`src/rtl/snake_pkg.sv`:
```
`default_nettype none
// ============================================================================
// Module      : snake_pkg
// Description : Shared direction encoding and key index map for the snake
//               direction input stage.
// Revision    : 1.0 - initial release
// ============================================================================
package snake_pkg;

    // Codes are chosen so that the reverse of any direction is its bitwise NOT.
    typedef enum logic [1:0] {
        DIR_UP    = 2'd0,
        DIR_LEFT  = 2'd1,
        DIR_RIGHT = 2'd2,
        DIR_DOWN  = 2'd3
    } dir_t;

    localparam int KEY_UP_IDX    = 0;
    localparam int KEY_RIGHT_IDX = 1;
    localparam int KEY_LEFT_IDX  = 2;
    localparam int KEY_DOWN_IDX  = 3;

    localparam logic [1:0] QUEUE_DEPTH = 2'd2;

    function automatic dir_t opposite(input dir_t d);
        return dir_t'(~d);
    endfunction

endpackage
`default_nettype wire

```
`src/rtl/snake_dir_input_if.sv`:
```
`default_nettype none
// ============================================================================
// Module      : snake_dir_input_if
// Description : Button, strobe and direction-status bundle between the game
//               top level and the direction input stage.
// Revision    : 1.0 - initial release
// ============================================================================
interface snake_dir_input_if;

    logic [3:0] KEY;
    logic       tick;
    logic       clear;
    logic [1:0] dir;
    logic       dir_changed;
    logic [1:0] q_count;
    logic       overflow;
    logic [3:0] key_level;

    modport master (
        output KEY, tick, clear,
        input  dir, dir_changed, q_count, overflow, key_level
    );

    modport slave (
        input  KEY, tick, clear,
        output dir, dir_changed, q_count, overflow, key_level
    );

endinterface
`default_nettype wire

```
`src/rtl/snake_dir_input_key_debounce.sv`:
```
`default_nettype none
// ============================================================================
// Module      : key_debounce
// Description : Two-flop synchroniser, stable-level debouncer and press strobe
//               for one active-low push button.
// Revision    : 1.0 - initial release
// ============================================================================
module key_debounce #(
    parameter int DEBOUNCE_CYCLES = 500000
) (
    input  wire logic CLOCK_50,
    input  wire logic rst_n,
    input  wire logic key_n_i,
    output logic      level_o,
    output logic      press_o
);

    localparam int          CW     = (DEBOUNCE_CYCLES > 1) ? $clog2(DEBOUNCE_CYCLES) : 1;
    localparam logic [CW-1:0] C_LAST = CW'(DEBOUNCE_CYCLES - 1);

    logic          sync1_q, sync2_q;
    logic          stable_q, stable_d;
    logic [CW-1:0] cnt_q, cnt_d;

    // stable_q is kept active-low like the raw button, so reset means released.
    always_comb begin
        stable_d = stable_q;
        cnt_d    = '0;
        if (sync2_q != stable_q) begin
            if (cnt_q == C_LAST) begin
                stable_d = ~stable_q;
            end else begin
                cnt_d = cnt_q + 1'b1;
            end
        end
    end

    assign press_o = stable_q & ~stable_d;
    assign level_o = ~stable_q;

    always_ff @(posedge CLOCK_50) begin
        if (!rst_n) begin
            sync1_q  <= 1'b1;
            sync2_q  <= 1'b1;
            stable_q <= 1'b1;
            cnt_q    <= '0;
        end else begin
            sync1_q  <= key_n_i;
            sync2_q  <= sync1_q;
            stable_q <= stable_d;
            cnt_q    <= cnt_d;
        end
    end

endmodule
`default_nettype wire

```
`src/rtl/snake_dir_input.sv`:
```
`default_nettype none
// ============================================================================
// Module      : snake_dir_input
// Description : Debounced button input, turn legality filter and two-entry
//               turn queue that is drained one entry per game tick.
// Revision    : 1.0 - initial release
// ============================================================================
module snake_dir_input
    import snake_pkg::*;
#(
    parameter int         DEBOUNCE_CYCLES = 500000,
    parameter logic [1:0] INIT_DIR        = 2'd2
) (
    input  wire logic          CLOCK_50,
    input  wire logic          rst_n,
    snake_dir_input_if.slave   bus
);

    logic [3:0] press_w;
    logic [3:0] level_w;

    generate
        for (genvar g = 0; g < 4; g++) begin : g_key
            key_debounce #(
                .DEBOUNCE_CYCLES(DEBOUNCE_CYCLES)
            ) u_key_debounce (
                .CLOCK_50 (CLOCK_50),
                .rst_n    (rst_n),
                .key_n_i  (bus.KEY[g]),
                .level_o  (level_w[g]),
                .press_o  (press_w[g])
            );
        end
    endgenerate

    dir_t       dir_q, dir_d;
    dir_t       q0_q, q0_d;
    dir_t       q1_q, q1_d;
    logic [1:0] cnt_q, cnt_d;
    logic       chg_q, chg_d;
    logic       ovf_q, ovf_d;

    logic       press_valid_w;
    dir_t       press_dir_w;
    dir_t       ref_dir_w;
    logic       legal_w;

    always_comb begin
        press_valid_w = 1'b1;
        press_dir_w   = DIR_UP;
        if (press_w[KEY_UP_IDX]) begin
            press_dir_w = DIR_UP;
        end else if (press_w[KEY_LEFT_IDX]) begin
            press_dir_w = DIR_LEFT;
        end else if (press_w[KEY_RIGHT_IDX]) begin
            press_dir_w = DIR_RIGHT;
        end else if (press_w[KEY_DOWN_IDX]) begin
            press_dir_w = DIR_DOWN;
        end else begin
            press_valid_w = 1'b0;
        end
    end

    // A press is judged against the direction the snake will have once
    // everything already queued has been applied.
    assign ref_dir_w = (cnt_q == 2'd0) ? dir_q :
                       (cnt_q == QUEUE_DEPTH) ? q1_q : q0_q;
    assign legal_w   = press_valid_w && (press_dir_w != ref_dir_w) &&
                       (press_dir_w != opposite(ref_dir_w));

    always_comb begin
        dir_d = dir_q;
        q0_d  = q0_q;
        q1_d  = q1_q;
        cnt_d = cnt_q;
        chg_d = 1'b0;
        ovf_d = 1'b0;
        if (bus.clear) begin
            cnt_d = 2'd0;
            dir_d = dir_t'(INIT_DIR);
        end else begin
            if (bus.tick && (cnt_q != 2'd0)) begin
                dir_d = q0_q;
                chg_d = 1'b1;
                q0_d  = q1_q;
                cnt_d = cnt_q - 2'd1;
            end
            // Occupancy after the pop decides whether the push fits.
            if (legal_w) begin
                if (cnt_d == QUEUE_DEPTH) begin
                    ovf_d = 1'b1;
                end else begin
                    if (cnt_d == 2'd0) begin
                        q0_d = press_dir_w;
                    end else begin
                        q1_d = press_dir_w;
                    end
                    cnt_d = cnt_d + 2'd1;
                end
            end
        end
    end

    always_ff @(posedge CLOCK_50) begin
        if (!rst_n) begin
            dir_q <= dir_t'(INIT_DIR);
            q0_q  <= DIR_UP;
            q1_q  <= DIR_UP;
            cnt_q <= 2'd0;
            chg_q <= 1'b0;
            ovf_q <= 1'b0;
        end else begin
            dir_q <= dir_d;
            q0_q  <= q0_d;
            q1_q  <= q1_d;
            cnt_q <= cnt_d;
            chg_q <= chg_d;
            ovf_q <= ovf_d;
        end
    end

    assign bus.dir         = dir_q;
    assign bus.q_count     = cnt_q;
    assign bus.dir_changed = chg_q;
    assign bus.overflow    = ovf_q;
    assign bus.key_level   = level_w;

endmodule
`default_nettype wire

```
`src/flat_wrapper.sv`:
```
// flat-port wrapper written by rule: the top's interface ports become plain ports
module snake_dir_input_flat import snake_pkg::*;
#(
    parameter int         DEBOUNCE_CYCLES = 500000,
    parameter logic [1:0] INIT_DIR        = 2'd2
)
  (CLOCK_50, rst_n, bus_KEY, bus_tick, bus_clear, bus_dir, bus_dir_changed, bus_q_count, bus_overflow, bus_key_level);
  snake_dir_input_if bus_i ();
  input  wire logic CLOCK_50;
  input  wire logic rst_n;
  input wire logic [$bits(bus_i.KEY)-1:0] bus_KEY;
  input wire logic [$bits(bus_i.tick)-1:0] bus_tick;
  input wire logic [$bits(bus_i.clear)-1:0] bus_clear;
  output wire logic [$bits(bus_i.dir)-1:0] bus_dir;
  output wire logic [$bits(bus_i.dir_changed)-1:0] bus_dir_changed;
  output wire logic [$bits(bus_i.q_count)-1:0] bus_q_count;
  output wire logic [$bits(bus_i.overflow)-1:0] bus_overflow;
  output wire logic [$bits(bus_i.key_level)-1:0] bus_key_level;
  assign bus_i.KEY = bus_KEY;
  assign bus_i.tick = bus_tick;
  assign bus_i.clear = bus_clear;
  assign bus_dir = bus_i.dir;
  assign bus_dir_changed = bus_i.dir_changed;
  assign bus_q_count = bus_i.q_count;
  assign bus_overflow = bus_i.overflow;
  assign bus_key_level = bus_i.key_level;
  snake_dir_input #(.DEBOUNCE_CYCLES(DEBOUNCE_CYCLES), .INIT_DIR(INIT_DIR)) u_core (.CLOCK_50(CLOCK_50), .rst_n(rst_n), .bus(bus_i));
endmodule
```
`config.mk`:
```
export PLATFORM = sky130hd
export DESIGN_NAME = snake_dir_input_flat
export DESIGN_NICKNAME = d
export VERILOG_FILES = /design/src/rtl/snake_pkg.sv /design/src/rtl/snake_dir_input_if.sv /design/src/rtl/snake_dir_input_key_debounce.sv /design/src/rtl/snake_dir_input.sv /design/src/flat_wrapper.sv
export SDC_FILE = /design/constraint.sdc
export NUM_CORES = 1
export LEC_CHECK = 0
export ABC_AREA = 1
export BUFFER_PORTS_ARGS = -buffer_cell sky130_fd_sc_hd__buf_2
export CAP_MARGIN = 25
export CORE_ASPECT_RATIO = 0.7
export CORE_MARGIN = 5
export CORE_UTILIZATION = 30
export CTS_BUF_LIST = sky130_fd_sc_hd__clkbuf_4 sky130_fd_sc_hd__clkbuf_8
export CTS_CLUSTER_DIAMETER = 40
export DETAILED_ROUTE_END_ITERATION = 16
export SKIP_CTS_REPAIR_TIMING = 1
export SYNTH_ARGS = -nofsm -noshare
export SYNTH_HDL_FRONTEND = slang
export SYNTH_HIERARCHICAL = 1
export SYNTH_SLANG_ARGS = --single-unit
```
`constraint.sdc`:
```
create_clock -name CLOCK_50 -period 2.5 [get_ports CLOCK_50]
set_input_delay 0.25 -clock CLOCK_50 [delete_from_list [all_inputs] [get_ports CLOCK_50]]
set_output_delay 0.25 -clock CLOCK_50 [all_outputs]
set_load 0.02 [all_outputs]
```
**Word-level counts from Yosys, hierarchy flattened**

Index checks and enable logic that the tools add are counted.

- Register bits after elaboration: 98
- Output and inout port bits: 10
- Word-level logic and storage cells: 103

- Add/sub/neg operators: 6
- Eq/ne operators: 12
- Mux-type cells: 28
- Bitwise gates (word level): 22
- Reduce and logical (&&, ||, !) cells: 13

Operators by type and width:

| operator | count |
|---|---|
| adder 19 x 1 -> 19 bit (second input constant) | 4 |
| equality test 19 bit (second input constant) | 4 |
| two-way mux 2 bit | 14 |
| NOT 1 bit | 17 |
| OR reduction 3 bit | 5 |
| two-way mux 1 bit | 14 |
| AND 1 bit | 4 |
| equality test 2 bit (second input constant) | 2 |
| logical NOT 2 bit | 2 |
| != test 1 bit | 4 |
| != test 2 bit | 2 |
| AND reduction 4 bit | 1 |
| logical AND 1 bit | 3 |
| adder 2 x 1 -> 2 bit (second input constant) | 1 |
| NOT 2 bit | 1 |
| nonzero test 2 bit | 1 |
| OR reduction 2 bit | 1 |
| subtractor 2 x 1 -> 2 bit (second input constant) | 1 |

**Longest topological paths before layout**

- Word-level depth: 14
- Depth in mapped cells: 18

**By module**

Netlist, hierarchy kept.

By module, submodules not included:

| module | instances | cells an instance | area each (µm²) |
|---|---|---|---|
| key_debounce | 4 | 174 | 1158.6 |
| snake_dir_input | 1 | 131 | 775.7 |

**Worst setup path after synthesis**

OpenSTA, ideal clock, no wires.

- Path type: reg2reg
- From: register u_core.cnt_q[0] (netlist: u_core/bus.q_count[0])
- To: register u_core.q0_q[0]
- Setup time: 0.070 ns
- Arrival time: 2.153 ns
- Setup slack: 0.277 ns
- Cell stages (with the launch flop): 17
- Path buffers: 0
- Clock period less this slack: 2.223 ns
- Cells stage by stage: dfxtp_1 -> inv_1 -> ha_1 -> inv_2 -> nand2_1 -> o21ai_0 -> inv_1 -> ha_1 -> inv_1 -> nand3_1 -> nand2_1 -> nand2_1 -> nand2_1 -> nand4_1 -> nand2_1 -> nand2_1 -> a21oi_1

- Longest elaborated chain between the ends: 8
- Elaborated cells on any way between the ends: 20

Ends and longest elaborated chain:

| element | RTL line | source |
|---|---|---|
| start: declaration | snake_dir_input.sv:39 | `logic [1:0] cnt_q, cnt_d;` |
| start signal: assignment | snake_dir_input.sv:116 | `cnt_q <= cnt_d;` |
| branches (longest 7 deep; another with subtractor 2 x 1 -> 2 bit) | -- |  |
| two-way mux 2 bit * | snake_dir_input.sv:89 | `if (legal_w) begin` |
| end signal: assignment | snake_dir_input.sv:114 | `q0_q <= q0_d;` |
| end: declaration | snake_dir_input.sv:37 | `dir_t q0_q, q0_d;` |

Mark *: on every way between the ends. The select of a mux whose other input is x is not followed.
A chain may end at the register's enable or synchronous reset.

**Final worst setup path**

- From: register u_core.g_key[2].u_key_debounce.cnt_q[1]
- To: register u_core.q1_q[0]

- Longest elaborated chain between the ends: 11
- Elaborated cells on any way between the ends: 14

Ends and longest elaborated chain:

| element | RTL line | source |
|---|---|---|
| start: declaration | snake_dir_input_key_debounce.sv:23 | `logic [CW-1:0] cnt_q, cnt_d;` |
| start signal: assignment | snake_dir_input_key_debounce.sv:51 | `cnt_q <= cnt_d;` |
| equality test 19 bit * | snake_dir_input_key_debounce.sv:30 | `if (cnt_q == C_LAST) begin` |
| two-way mux 1 bit * | snake_dir_input_key_debounce.sv:30 |  |
| two-way mux 1 bit * | snake_dir_input_key_debounce.sv:29 | `if (sync2_q != stable_q) begin` |
| NOT 1 bit * | snake_dir_input_key_debounce.sv:38 | `assign press_o = stable_q & ~stable_d;` |
| AND 1 bit * | snake_dir_input_key_debounce.sv:38 |  |
| net u_core.press_w[2] | snake_dir_input.sv:19 | `logic [3:0] press_w;` |
| two-way mux 2 bit | snake_dir_input.sv:53 | `end else if (press_w[KEY_LEFT_IDX]) begin` |
| two-way mux 2 bit | snake_dir_input.sv:51 | `if (press_w[KEY_UP_IDX]) begin` |
| != test 2 bit | snake_dir_input.sv:68 | `assign legal_w = press_valid_w && (press_dir_w != ref_dir_w) &&` |
| logical AND 1 bit (2 in series) | snake_dir_input.sv:68 |  |
| AND reduction 4 bit (no source line) | -- |  |
| end signal: assignment | snake_dir_input.sv:115 | `q1_q <= q1_d;` |
| end: declaration | snake_dir_input.sv:38 | `dir_t q1_q, q1_d;` |

Mark *: on every way through the listed nets, which the timed path passes. The rest lies on a longest branch.

==> reports/results.ini <==
[outcome]
status = completed

[yosys]
ys_types = 26
syn_nets = 843
async_flop_share_pct = 0
synth_flop_cell = dfxtp_1
synth_area_sq_um = 5410
synth-seq-cells = 98
synth_area_per_cell_sq_um = 6.542
ys_seq_area_share_pct = 36.26
syn_inst = 827
yosys_warnings = 6
synth_edf_count = 0

[global_routing]
grt_use_met2_pct = 16.51
antenna_found_initial = 0
grt_busiest_layer = met1
grt.overflow.total = 0
grt_pass1_wl_mm = 21.26
grt_start_max_net_pins = 20
met3_usage_pct = 3.638
first_global_vias = 4405
use_met1_pct = 19.42
grtUsageTotal_pct = 12.39

[final_layout]
antenna-diode-count = 0
layout-drive-gt1-share_pct = 12.74
mostFrequentLayoutCells = nand2_1 (214), nor2_1 (166), dfxtp_1 (94), inv_1 (89), nand3_1 (67)
final_common_cell = nand2_1
layout.cells.non_filler = 1115
layout.nets = 890
final_area_sq_um = 6132
nFillCells = 1949
multi_input_area_sq_um = 3067
register_area_sq_um = 1967
post-route-util_pct = 34.35
syn_to_final_growth_pct = 13.34

[timing]
clock_skew_ns = 0.01193
setup_viol = 0
holdWs_ns = 0.05953
period_needed_ns = 2.252
fin_ws_ns = 0.2478
post-route-period-util_pct = 90.09
worst_pin_slew_ns = 0.3111
finalHoldViolCount = 0
drv_slew = 0
max_freq_mhz = 444.0
rsz0062_at_grt = no
relSlewSlack_pct = 79.10
fin_tns_setup_ns = 0

[placed_design]
dpl_cell_area_sq_um = 5903
io_buffers = 17
dp_hpwl_mm = 9.460
gp_congestion = 0.8738
pre_cts_slack_ns = 0.09738
dp_cells = 1097

[clock_network]
clock-sinks = 98
root_buffer = clkbuf_8
htree_levels = 3
numCtsBuffers = 9
worstSkewPairLatency_ns = 0.39
cts_tree = yes
cts_buffer_depth = 2
cts.clk_slew.worst_paths_ns = 0.10

[run]
cap_violations = 0

[detailed_routing]
routedWlPerCell_um = 11.11
ant_nets = 0
drtPass1Iterations = 5
wl_mm = 12.39
drc = 0
viasPerCell = 4.515
drt_iter0_drc = 565
vias = 5034

[power_and_ir_drop]
ir_worst_vdd_v = 0.0002159
power.leakage_nw = 1.970
power_mw = 2.599
p_per_area_nw_per_um2 = 423.8

[floorplanning]
core_area_sq_um = 17850
start_util_pct = 30.31
ios = 18
die_y_um = 122.4
die_x_um = 170.5
dieArea_sq_um = 20860
rows = 41

[critical_path]
crit_fanout = 7
critPathCaptureType = register
startpoint = u_core/g_key[2].u_key_debounce/cnt_q[1]
path_class = reg -> reg
reg2reg_from = u_core/g_key[2].u_key_debounce/cnt_q[1]
cp-start-kind = register
arrival_ns = 2.55
crit_required_ns = 2.79

[worst_hold_path]
hold_class = in -> reg
hp-start = bus_KEY[1]

## worst paths after layout
path,to,slack [ns],depth (start not counted)
max reg2reg,u_core/q1_q[0],0.25,16
min reg2reg,u_core/g_key[2].u_key_debounce/sync2_q,0.42,1
min,u_core/g_key[1].u_key_debounce/sync1_q,0.06,2
max,u_core/q1_q[0],0.25,16
## area by class of cell
class,instances,share of cell area [%]
clock buffers,9,2.020
clock inverters,7,0.8774
inverters,98,5.999
multi-input cells,627,50.01
flip-flops and latches,98,32.08
well taps,236,4.815
repair buffers,40,4.203
## power by group
group	switching (mW)	total [mW]	internal, mW
combinational	0.0319	0.0470	0.0150
sequential	0.00437	1.57	1.57
clock	0.611	0.979	0.369
## layer usage
metal  wire length, um  up-vias  part of all wire, %
met2              4612      106                   37
li1                  -     2710                    -
met1              7126     2208                   58
met4               102        0                 0.82
met3               545       10                  4.4
met5                 0        -                    0
## kinds of logic (layout without fill, tap and decap cells)
kind of cell	after synthesis	in the layout	synth area share [%]
simple gates	540	540	44.29
buf+inv	102	154	7.632
flops	98	98	36.26
compound gates	54	54	5.920
xor+xnor	25	25	4.047
fa+ha+maj	8	8	1.850
## worst max-delay path, cell delays in order, from the launching register on
cell and delay, ns:
dfxtp_1 0.37, ha_1 0.19, nand3_2 0.15, inv_2 0.12, nand3_1 0.10, nor3_2 0.20, inv_1 0.10, a21oi_1 0.27
nand2_1 0.08, nand2_1 0.08, nand2_2 0.08, nand3_4 0.13, nor2_4 0.05, nand2_2 0.09, nand2_1 0.05, nand2_1 0.05
nor2_1 0.04
## synth_stat cells (5+ instances only)
cell | n | area (sq um)
nand2_1 | 215 | 807.0
nor2_1 | 166 | 623.1
dfxtp_1 | 98 | 1962
inv_1 | 89 | 334.1
nand3_1 | 67 | 335.3
a21oi_1 | 25 | 125.1
nor3_1 | 25 | 125.1
o21ai_0 | 23 | 115.1
nand4_1 | 22 | 137.6
xor2_1 | 17 | 148.9
inv_2 | 9 | 33.78
ha_1 | 8 | 100.1
nand3_2 | 8 | 80.08
or2_2 | 8 | 50.05
xnor2_1 | 8 | 70.07
nand2_2 | 7 | 43.79
or2_1 | 6 | 37.54
nor2_4 | 5 | 56.30
## flip-flops by register name, indices dropped and copies added, names as in the netlist
register,flops
u_core/q1_q,2
u_core/q0_q,2
u_core/g_key.u_key_debounce/sync2_q,4
u_core/bus.overflow,1
u_core/bus.q_count,2
u_core/g_key.u_key_debounce/stable_q,4
u_core/bus.dir_changed,1
u_core/g_key.u_key_debounce/cnt_q,76
u_core/g_key.u_key_debounce/sync1_q,4
u_core/bus.dir,2
No activity file was read; power rests on OpenSTA's default activity.
